--- config.mk ---
export PLATFORM = sky130hd
export DESIGN_NAME = uart_rx_sampler
export DESIGN_NICKNAME = d
export VERILOG_FILES = /design/src/rtl/uart_rx_sampler.sv
export SDC_FILE = /design/constraint.sdc
export NUM_CORES = 1
export LEC_CHECK = 0
export CORE_MARGIN = 2
export CORE_UTILIZATION = 50
export CTS_CLUSTER_SIZE = 12
export DETAILED_ROUTE_END_ITERATION = 8
export PLACE_DENSITY = 0.66
export RECOVER_POWER = 100
export SLEW_MARGIN = 20
export SYNTH_ARGS = -nofsm -noshare
export SYNTH_HDL_FRONTEND = slang
export SYNTH_SLANG_ARGS = --single-unit
--- constraint.sdc ---
create_clock -name clk -period 3.36 [get_ports clk]
set_input_delay 0.672 -clock clk [delete_from_list [all_inputs] [get_ports clk]]
set_output_delay 0.672 -clock clk [all_outputs]
set_load 0.05 [all_outputs]
--- src/rtl/uart_rx_sampler.sv ---
// rtl/uart_rx_sampler.sv - 16x oversampled 8-bit UART receiver with majority voting and a receive FIFO
module uart_rx_sampler #(
    parameter int CLK_FREQ_HZ = 50_000_000,
    parameter int BAUD        = 115200,
    parameter int PARITY_EN   = 0,
    parameter int PARITY_ODD  = 0,
    parameter int FIFO_DEPTH  = 4
) (
    input  logic                          clk,
    input  logic                          reset_n,
    input  logic                          rxd,
    output logic [7:0]                    m_data,
    output logic                          m_valid,
    input  logic                          m_ready,
    output logic [$clog2(FIFO_DEPTH):0]   fifo_count,
    output logic                          rx_busy,
    output logic                          frame_err,
    output logic                          parity_err,
    output logic                          overrun
);

    localparam int DIV_RAW = (CLK_FREQ_HZ + BAUD * 8) / (BAUD * 16);
    localparam int DIV     = (DIV_RAW < 1) ? 1 : DIV_RAW;
    localparam int DW      = (DIV > 1) ? $clog2(DIV) : 1;
    localparam int AW      = $clog2(FIFO_DEPTH);
    localparam int CW      = AW + 1;

    typedef enum logic [2:0] {
        S_IDLE,
        S_START,
        S_DATA,
        S_PARITY,
        S_STOP,
        S_WAIT_IDLE
    } state_t;

    logic          r_sync1;
    logic          r_rx_s;
    logic          r_rx_prev;
    logic          r_fall;
    logic [DW-1:0] r_div;
    logic [3:0]    r_os;
    logic          r_smp7;
    logic          r_smp8;
    state_t        r_state;
    logic [7:0]    r_shreg;
    logic [2:0]    r_bit_idx;
    logic          r_par_bad;
    logic          r_frame_err;
    logic          r_parity_err;
    logic          r_overrun;

    logic [7:0]    r_mem [FIFO_DEPTH];
    logic [AW-1:0] r_wr_ptr;
    logic [AW-1:0] r_rd_ptr;
    logic [CW-1:0] r_count;
    logic [7:0]    r_m_data;

    logic          w_tick;
    logic          w_commit;
    logic          w_bit_end;
    logic          w_maj;
    logic          w_par_exp;
    logic          w_push_req;
    logic          w_pop;
    logic          w_full;
    logic          w_push;
    logic          w_ovr;
    logic [AW-1:0] w_rd_next;
    logic [CW-1:0] w_count_after_pop;
    logic [7:0]    w_head_next;

    // Synchronizer plus a registered falling-edge flag; together they give the 3-cycle start latency.
    always_ff @(posedge clk) begin
        if (!reset_n) begin
            r_sync1   <= 1'b1;
            r_rx_s    <= 1'b1;
            r_rx_prev <= 1'b1;
            r_fall    <= 1'b0;
        end else begin
            r_sync1   <= rxd;
            r_rx_s    <= r_sync1;
            r_rx_prev <= r_rx_s;
            r_fall    <= r_rx_prev & ~r_rx_s;
        end
    end

    assign w_tick     = (r_div == DW'(DIV - 1));
    assign w_commit   = w_tick && (r_os == 4'd9);
    assign w_bit_end  = w_tick && (r_os == 4'd15);
    assign w_maj      = (r_smp7 & r_smp8) | (r_smp7 & r_rx_s) | (r_smp8 & r_rx_s);
    assign w_par_exp  = (^r_shreg) ^ (PARITY_ODD != 0);
    assign w_push_req = (r_state == S_STOP) && w_commit && w_maj && !r_par_bad;

    always_ff @(posedge clk) begin
        if (!reset_n) begin
            r_state      <= S_IDLE;
            r_div        <= '0;
            r_os         <= 4'd0;
            r_smp7       <= 1'b1;
            r_smp8       <= 1'b1;
            r_shreg      <= 8'h00;
            r_bit_idx    <= 3'd0;
            r_par_bad    <= 1'b0;
            r_frame_err  <= 1'b0;
            r_parity_err <= 1'b0;
        end else begin
            r_frame_err  <= 1'b0;
            r_parity_err <= 1'b0;

            if (w_tick) begin
                r_div <= '0;
                r_os  <= r_os + 4'd1;
            end else begin
                r_div <= r_div + DW'(1);
            end
            if (w_tick && r_os == 4'd7) r_smp7 <= r_rx_s;
            if (w_tick && r_os == 4'd8) r_smp8 <= r_rx_s;

            case (r_state)
                S_IDLE: begin
                    if (r_fall) begin
                        r_state <= S_START;
                        r_div   <= '0;
                        r_os    <= 4'd0;
                    end
                end
                S_START: begin
                    if (w_commit && w_maj) begin
                        r_state <= S_IDLE;
                    end else if (w_bit_end) begin
                        r_state   <= S_DATA;
                        r_bit_idx <= 3'd0;
                        r_par_bad <= 1'b0;
                    end
                end
                S_DATA: begin
                    if (w_commit) r_shreg <= {w_maj, r_shreg[7:1]};
                    if (w_bit_end) begin
                        if (r_bit_idx == 3'd7) begin
                            r_state <= (PARITY_EN != 0) ? S_PARITY : S_STOP;
                        end else begin
                            r_bit_idx <= r_bit_idx + 3'd1;
                        end
                    end
                end
                S_PARITY: begin
                    if (w_commit) r_par_bad <= (w_maj != w_par_exp);
                    if (w_bit_end) r_state <= S_STOP;
                end
                S_STOP: begin
                    // Leave mid-stop on a good frame so a following start bit is never missed.
                    if (w_commit) begin
                        if (!w_maj) begin
                            r_frame_err <= 1'b1;
                            r_state     <= S_WAIT_IDLE;
                        end else begin
                            r_parity_err <= r_par_bad;
                            r_state      <= S_IDLE;
                        end
                    end
                end
                S_WAIT_IDLE: begin
                    if (r_rx_s) r_state <= S_IDLE;
                end
                default: r_state <= S_IDLE;
            endcase
        end
    end

    assign w_pop             = (r_count != '0) && m_ready;
    assign w_full            = (r_count == CW'(FIFO_DEPTH));
    assign w_push            = w_push_req && (!w_full || w_pop);
    assign w_ovr             = w_push_req && w_full && !w_pop;
    assign w_rd_next         = w_pop ? r_rd_ptr + AW'(1) : r_rd_ptr;
    assign w_count_after_pop = r_count - CW'(w_pop);

    // The head register takes the incoming byte only when every older entry is gone.
    always_comb begin
        w_head_next = 8'h00;
        if (w_count_after_pop != '0) begin
            w_head_next = r_mem[w_rd_next];
        end else if (w_push) begin
            w_head_next = r_shreg;
        end
    end

    always_ff @(posedge clk) begin
        if (w_push) r_mem[r_wr_ptr] <= r_shreg;
    end

    always_ff @(posedge clk) begin
        if (!reset_n) begin
            r_wr_ptr  <= '0;
            r_rd_ptr  <= '0;
            r_count   <= '0;
            r_m_data  <= 8'h00;
            r_overrun <= 1'b0;
        end else begin
            r_overrun <= w_ovr;
            r_m_data  <= w_head_next;
            if (w_push) r_wr_ptr <= r_wr_ptr + AW'(1);
            r_rd_ptr <= w_rd_next;
            if (w_push && !w_pop) begin
                r_count <= r_count + CW'(1);
            end else if (!w_push && w_pop) begin
                r_count <= r_count - CW'(1);
            end
        end
    end

    assign m_data     = r_m_data;
    assign m_valid    = (r_count != '0);
    assign fifo_count = r_count;
    assign rx_busy    = (r_state != S_IDLE) && (r_state != S_WAIT_IDLE);
    assign frame_err  = r_frame_err;
    assign parity_err = r_parity_err;
    assign overrun    = r_overrun;

endmodule
# Word level (Yosys, flattened, before mapping)
# Memory sizes are Yosys's and may differ from the RTL's.
# Index checks and enable logic that the tools add are counted.
# totals
inputBits	4
output_inout_bits	16
memories	1
ram_bits	32
regBits	48
# memory_table
memory	depth	word_bits	read_ports	rd_clocked_by_memory_dff	write_ports	line	source
r_mem	4	8	1	0	1	53	logic [7:0] r_mem [FIFO_DEPTH];
# op_classes
n_eq_ne	25
n_mux	33
addsub	8
n_reduce_logical	34
n_bitwise	7
# op_table
op	n
$mux 3	15
$ne 2x2->1 const B	10
$pmux 3 s6	1
$mux 8	2
$logic_and 1x1->1	15
$mux 5	3
$eq 3x3->1 const B	4
$eq 4x4->1 const B	3
$mux 4	3
$reduce_bool 3->1	3
$reduce_and 4->1	2
$reduce_xor 8->1	1
$reduce_and 7->1	1
$add 3x1->3 const B	2
$eq 3x2->1 const B	2
$mux 1	6
$ne 3x3->1 const B	2
$pmux 3 s2	1
$reduce_bool 2->1	3
$add 5x1->5 const B	1
$eq 5x5->1 const B	1
$reduce_and 5->1	1
$add 2x1->2 const B	2
$add 4x1->4 const B	1
other kinds (15)	22

# Longest topological paths before layout
# Gate-level depths: netlist of the first run.
# depth
ltp_word	10
ltp_mapped	12
mapped_depth_nobuf	11

# Worst setup path after synthesis of the first run
# Ideal clock, no wire load.
# synth_path
path_type	register -> register
from	register r_count[0], in the netlist fifo_count[0]
to	register r_count[2], in the netlist fifo_count[2]
arrival_ns	2.723
path_slack_ns	0.561
path_stages_with_launch	10
period_less_slack_ns	2.799
required_ns	3.284
setup_ns	0.076
path_cell_list	dfxtp_1 or4b_4 nand3_2 nor3_4 ha_1 inv_1 fa_1 xor2_1 or3_2 a21boi_0
# synth_between
elab_chain_cells	7
# synth_lines
item	line	source
from (decl)	56	logic [CW-1:0] r_count;
from (signal assigned)	205	r_count <= r_count + CW'(1);
from (signal assigned)	207	r_count <= r_count - CW'(1);
branches (longest 7 deep; another with $sub 3x1->3)	n/a	
# Several ways; the timed one is not identified. The select of a mux whose other input is x is not followed.
# A chain may end at the register's enable or synchronous reset.

# Worst setup path after layout of the first run
# layout_path
from	register r_div[0]
to	register r_count[2], in the netlist fifo_count[2]
# layout_between
elab_chain_cells	9
# layout_lines
item	line	source
from (decl)	41	logic [DW-1:0] r_div;
from (signal assigned)	115	r_div <= r_div + DW'(1);
$eq 5x5->1 *	88	assign w_tick = (r_div == DW'(DIV - 1));
$logic_and 1x1->1 *	89	assign w_commit = w_tick && (r_os == 4'd9);
$logic_and 1x1->1 * (3 in series)	93	assign w_push_req = (r_state == S_STOP) && w_commit && w_maj && !r_par_bad;
$logic_and 1x1->1 *	173	assign w_push = w_push_req && (!w_full || w_pop);
$logic_not 1->1	206	end else if (!w_push && w_pop) begin
$logic_and 1x1->1	206	
$reduce_bool 2->1 (no source line)	n/a	
# Every way passes the cells marked *; elsewhere a longest branch is shown, timed or not.

==> results.md, run 1 <==
- Status: finished clean
- Initial Util: 52.3%
- CP Launch Type: flop
- Most frequent cells in the layout: dfxtp_1 (48), mux2i_1 (33), edfxtp_1 (32), nor2_1 (30), dlygate4sd3_1 (18)
- Data arrival, critical path: 3.32 ns
- Full die area: 0.00788 mm2
- Cells after Synth: 305
- Core footprint: 0.00687 mm2
- Synthesized area: 0.00359 mm2
- CP peak stage delay: 0.40 ns
- Setup slack after layout: 0.311 ns
- Syn Area/Cell: 11.8 um2
- PortBufs: 19
- Hold_sp: r_rx_prev$_SDFF_PN1_
- Final Slew Violations: 0
- Hold_ws: 0.416 ns
- Cts bufs inserted: 9
- Worst-Margin Slew: 1.39 ns
- Largest net degree at the start of global routing: 26
- Vias in the first global route: 2158
- Worst slew margin: 6.38%
- Final core occ: 58.4%
- Die height: 88.8 um
- CP max-delay cell: or3_2
- Vias/cell: 5.12
- GRT overflow: 0
- Setup CP Type: reg2reg
- Routed vias: 2197
- DRT Wirelength: 6090 um
- CTS resizes: 0
- Post-layout net count: 346
- Sequential area share after synthesis: 53.5%
- Clock sinks: 80
- Max VDD drop: 0.325 mV
- Met1 Wirelength: 2990 um
- Post-synth EDFFs: 32
- Drt pass-1 iters: 4
- Worst Clk Skew: 0.0127 ns
- Row cnt: 30
- Final Setup Violations: 0
- Postcts setup bufs: 0
- Share of cells above drive strength 1: 8.41%
- Met2 WL post-DR: 2870 um
- Capturing element type of the critical path: flop
- CTS Buffer Depth: 2
- H-Tree Depth: 3
- Top layer in use: met4
- Avg WL per Cell: 14.2 um
- Max_cap viols: 0
- Pwr dens: 462 mW/mm2
- Reg-to-Reg Start: r_div[0]$_SDFF_PN0_
- Worst Setup SP: r_div[0]$_SDFF_PN0_
- Min cycle time layout: 3.05 ns
- Syn. warnings: 0
- Antenna viol nets, final: 0
- Buffers and inverters on the worst path: 2
- Post-CTS Hold Buffers: 0
- Syn Nets: 323
- 1st-iter DRT viols: 87
- Sequential cell area: 0.00192 mm2
- #FFs+latches synth: 80
- IO Count: 20
- DP Wirelength: 4050 um
- Period utilization: 90.7%
- CTS root buf: clkbuf_8
- Fmax: 328 MHz
- Initial antenna violation count: 0
- Critical Path, Cell by Cell: inv_1 -> ha_1 -> and4b_1 -> nand3_1 -> nor3_4 -> ha_1 -> inv_1 -> fa_1 -> xor2_1 -> or3_2 -> a21boi_0
- Commonest non-fill, non-tap cell in the layout: dfxtp_1
- Die width: 88.8 um
- Count of different cell masters after synthesis: 48
- Gr usage total: 17.2%
- Ys async rst share: 0%
- Diodes inserted: 0
- Cell family with most CP delay: simple AND/OR/NAND/NOR gates
- Post-place setup slack: 0.0667 ns
- Finished Cell Area: 0.00401 mm2
- Fill cell count: 589
- Setup TNS: 0 ns
- Worst-Skew Late Latency: 0.36 ns
- Critical-path maximum fanout: 8
- First-pass GRT wire length: 10100 um
- Unrepaired setup endpoints after global routing: no
- Area occupied by multi-input gates: 0.00153 mm2
- Worst EP required: 3.64 ns
- Met3 WL: 119 um
- Area growth syn-to-layout: 11.6%
- Commonest register cell after synthesis: dfxtp_1
- Hold crit path type: reg2reg
- Worst-path clk slew: 0.09 ns
- CTS tree: built
- Final count of hold timing violations: 0
- Leakage Power: 1.59 nW
- Post-DP Area: 0.00387 mm2
- DRC: 0
- RePlAce Congestion: 0.744
[area by class of cell]
class / count / area share, %
repair buffers: 22 / 5.11
clock inverters: 7 / 1.53
well taps: 96 / 2.99
inverters: 13 / 1.22
flip-flops and latches: 80 / 47.9
clock buffers: 9 / 3.09
multi-input cells: 202 / 38.2
[per-layer routing]
layer / up-vias / global-route usage (%)
met2: 22 / 28.1
met4: 0 / 8.95
met5: - / 0
met1: 1046 / 21.6
met3: 11 / 3.36
li1: 1118 / -
[logic make-up after synthesis]
| logic type | after synthesis | share of synthesized area, % |
|---|---|---|
| AOI/OAI and AO/OA | 27 | 6.09 |
| xor gates and xnor gates | 19 | 5.15 |
| adders and majority gates | 15 | 5.36 |
| buffers and inverters | 23 | 3.03 |
| DFF | 80 | 53.5 |
| muxes | 33 | 9.19 |
| and+or+nand+nor | 108 | 17.7 |
[path summary, 6_finish.rpt]
path / end / slack [ns] / depth (start not counted)
worst max-delay path: fifo_count[2]$_SDFFE_PN0P_ / 0.31 / 11
worst min-delay path: r_fall$_SDFF_PN0_ / 0.42 / 2
worst max register to register: fifo_count[2]$_SDFFE_PN0P_ / 0.31 / 11
worst min register to register: r_fall$_SDFF_PN0_ / 0.42 / 2
[power breakdown]
part           leakage (nW)  internal (W)  total [W]  switching [W]
Combinational         0.821     0.0000541   0.000137      0.0000826
Sequential            0.684       0.00101    0.00104      0.0000307
Clock                0.0888      0.000282   0.000672       0.000389
Total                  1.59       0.00135    0.00185       0.000503
[flip-flops by register name, indices dropped and copies added (netlist names)]
signal / cells
r_shreg: 8
r_fall: 1
fifo_count: 3
frame_err: 1
overrun: 1
parity_err: 1
r_smp8: 1
r_mem: 32
m_data: 8
r_state: 3
r_os: 4
r_par_bad: 1
r_sync1: 1
r_smp7: 1
r_rd_ptr: 2
r_rx_s: 1
r_bit_idx: 3
r_wr_ptr: 2
r_rx_prev: 1
r_div: 5
[tightest hold or removal path: stages, from the launching register on]
cell and delay, ns:
dfxtp_1 0.31, inv_1 0.04, nor2_1 0.03
[synthesized netlist by cell type, types with 2 or more instances]
cell type | number | area share [%]
dfxtp_1 | 48 | 27
mux2i_1 | 33 | 9.2
edfxtp_1 | 32 | 27
nor2_1 | 30 | 3.1
nor2b_1 | 17 | 3.0
nand2_1 | 15 | 1.6
ha_1 | 13 | 4.5
inv_1 | 13 | 1.4
xnor2_1 | 12 | 2.9
nand2b_1 | 9 | 1.6
a211o_1 | 8 | 1.9
xor2_1 | 6 | 1.5
a21oi_1 | 5 | 0.70
nand3_1 | 5 | 0.70
clkbuf_1 | 4 | 0.42
nor3_1 | 4 | 0.56
nor3b_1 | 4 | 0.84
and2_1 | 3 | 0.52
and2_2 | 3 | 0.63
buf_2 | 3 | 0.42
a211oi_1 | 2 | 0.42
a21boi_0 | 2 | 0.42
buf_6 | 2 | 0.63
nand3_2 | 2 | 0.56
nand3b_1 | 2 | 0.42
nand4_1 | 2 | 0.35
nor3_4 | 2 | 0.90
o21ai_0 | 2 | 0.28
o311ai_0 | 2 | 0.49
or3_2 | 2 | 0.42
[stage by stage]
step | cells | total power [W]
2_1_floorplan | 305 | 0.00118
3_3_place_gp | 413 | 0.00121
3_5_place_dp | 413 | 0.00121
4_1_cts | 429 | 0.00187
5_1_grt | 429 | 0.00192
6_report | 429 | 0.00185
Power figures use the tool's default switching activity.
==> run 2, diff against run 1 <==
--- a/config.mk
+++ b/config.mk
@@ -9,6 +9,7 @@
 export CORE_UTILIZATION = 50
 export CTS_CLUSTER_SIZE = 12
 export DETAILED_ROUTE_END_ITERATION = 8
+export HOLD_SLACK_MARGIN = 0.02
 export PLACE_DENSITY = 0.66
 export RECOVER_POWER = 100
 export SLEW_MARGIN = 20
==> constraint.sdc (replaced) <==
create_clock -name clk -period 3.36 [get_ports clk]
set_input_delay 0.672 -clock clk [delete_from_list [all_inputs] [get_ports clk]]
set_output_delay 0.672 -clock clk [all_outputs]
set_load 0.1 [all_outputs]
==> results.md, run 2 (synthesis results as in run 1) <==
- Status: finished clean
- PortBufs: 19
- Worst R2R End: fifo_count[2]$_SDFFE_PN0P_
- DP Wirelength: 4010 um
- Core footprint: 0.00687 mm2
- Top layer in use: met4
- Met1 Wirelength: 2750 um
- CTS tree: built
- Final count of hold timing violations: 0
- DRT Wirelength: 5840 um
- Sequential cell area: 0.00192 mm2
- Setup CP Type: in2reg
- Reg with most FFs: r_mem
- CP Launch Type: primary input
- Share of cells above drive strength 1: 8.11%
- Row cnt: 30
- Vias/cell: 5.16
- Final Slew Violations: 0
- Worst slew margin: 4.46%
- Reg2reg setup slack: 0.40 ns
- 1st-iter DRT viols: 80
- Capturing element type of the critical path: flop
- CTS resizes: 0
- Initial Util: 52.3%
- Largest net degree at the start of global routing: 26
- H-Tree Depth: 3
- Total chip power: 0.00186 W
- Period utilization: 88.7%
- Clock sinks: 80
- Vias in the first global route: 2119
- Path depth of the worst reg2reg path: 11
- DRC: 0
- Max reg flops: 32
- Cts bufs inserted: 9
- Full die area: 0.00788 mm2
- Data arrival, critical path: 3.26 ns
- Pwr dens: 467 mW/mm2
- Fmax: 336 MHz
- Placed cell count: 413
- Area growth syn-to-layout: 10.6%
- IO Count: 20
- Critical-path maximum fanout: 8
- Post-DP Area: 0.00385 mm2
- Drt pass-1 iters: 4
- Post-CTS Hold Buffers: 0
- WHS Path Cells: 2
- Avg WL per Cell: 13.6 um
- Worst-Margin Slew: 1.42 ns
- Postcts setup bufs: 0
- Max_cap viols: 0
- Gr usage total: 16.7%
- Area occupied by multi-input gates: 0.00153 mm2
- Most frequent cells in the layout: dfxtp_1 (48), mux2i_1 (33), edfxtp_1 (32), nor2_1 (30), nor2b_1 (17)
- Final Setup Violations: 0
- Post-layout net count: 346
- Met3 WL: 120 um
- First-pass GRT wire length: 10100 um
- Post-route non-filler standard cell count: 429
- CTS root buf: clkbuf_8
- Leakage Power: 1.57 nW
- RePlAce Congestion: 0.748
- Hold crit path type: reg2reg
- Commonest non-fill, non-tap cell in the layout: dfxtp_1
- Met2 WL post-DR: 2890 um
- CTS Buffer Depth: 2
- Worst EP required: 3.64 ns
- Antenna viol nets, final: 0
- Worst-path clk slew: 0.09 ns
- Die width: 88.8 um
- GRT overflow: 0
- Die height: 88.8 um
- Worst Setup SP: m_ready
- Fill cell count: 592
- Setup TNS: 0 ns
- Worst setup path endpoint: fifo_count[2]$_SDFFE_PN0P_
- Routed vias: 2214
- Initial antenna violation count: 0
- Max VDD drop: 0.412 mV
- Unrepaired setup endpoints after global routing: no
- Worst Clk Skew: 0.00859 ns
- Reg-to-Reg Start: r_div[0]$_SDFF_PN0_
- Finished Cell Area: 0.00398 mm2
- Worst-Skew Late Latency: 0.35 ns
- Diodes inserted: 0
- Min cycle time layout: 2.98 ns
==> run 2: cell count changes in the layout (fill, tap and decap cells not counted), sizes merged <==
cell / previous run / this run
clkbuf: 11 / 16
dlygate4sd3: 18 / 13
==> run 2: area by class of cell <==
class,instances,share of cell area [%]
Clock inverter,7,1.54
Tap cell,96,3.02
Sequential cell,80,48.3
Inverter,13,1.23
Timing Repair Buffer,22,4.37
Clock buffer,9,3.12
Multi-Input combinational cell,202,38.4
==> run 2: worst min-delay path by stage <==
| stage | start | to | slack, ns |
|---|---|---|---|
| final | r_rx_prev$_SDFF_PN1_ | r_fall$_SDFF_PN0_ | 0.42 |
| after global routing | r_rx_prev$_SDFF_PN1_ | r_fall$_SDFF_PN0_ | 0.45 |
| after CTS | r_rx_prev$_SDFF_PN1_ | r_fall$_SDFF_PN0_ | 0.41 |
| after detailed placement | r_rx_prev$_SDFF_PN1_ | r_fall$_SDFF_PN0_ | 0.40 |
| after global placement | r_rx_prev$_SDFF_PN1_ | r_fall$_SDFF_PN0_ | 0.40 |
| after floorplan | r_sync1$_SDFF_PN1_ | r_rx_s$_SDFF_PN1_ | 0.39 |
==> run 2: per-stage QoR <==
stage | setup slack [ns] | util, % | hold WS [ns]
CTS | 0.400 | 58.8 | 0.415
detailed placement | 0.0905 | 56.1 | 0.400
global route | 0.139 | 57.9 | 0.454
global placement | 0.169 | 56.1 | 0.396
finish | 0.380 | 57.9 | 0.417
floorplan | 0.203 | - | 0.386
==> run 2: critical path: stages <==
cell and delay (ns):
dlygate4sd3_1 0.61, or4b_1 0.16, nand3_1 0.12, nor3_4 0.29
ha_1 0.24, inv_1 0.06, fa_1 0.37, xor2_1 0.18
or3_2 0.40, a21boi_0 0.16
==> run 2: where the power goes <==
group | switching, W | internal, W | leakage [nW]
Sequential | 0.0000301 | 0.00101 | 0.684
Clock | 0.000373 | 0.000282 | 0.0888
Combinational | 0.000108 | 0.0000481 | 0.792
Total | 0.000512 | 0.00134 | 1.57
==> run 2: metal layers <==
metal / vias to the layer above / track usage, %
li1: 1117 / -
met1: 1062 / 21.2
met2: 27 / 28.0
met3: 8 / 3.08
met4: 0 / 7.16
met5: - / 0
==> run 3, diff against run 2 <==
--- a/config.mk
+++ b/config.mk
@@ -5,6 +5,7 @@
 export SDC_FILE = /design/constraint.sdc
 export NUM_CORES = 1
 export LEC_CHECK = 0
+export CAP_MARGIN = 20
 export CORE_MARGIN = 2
 export CORE_UTILIZATION = 50
 export CTS_CLUSTER_SIZE = 12
==> results of run 3 <==
Final layout, timing and power as in run 2 (identical DEF).
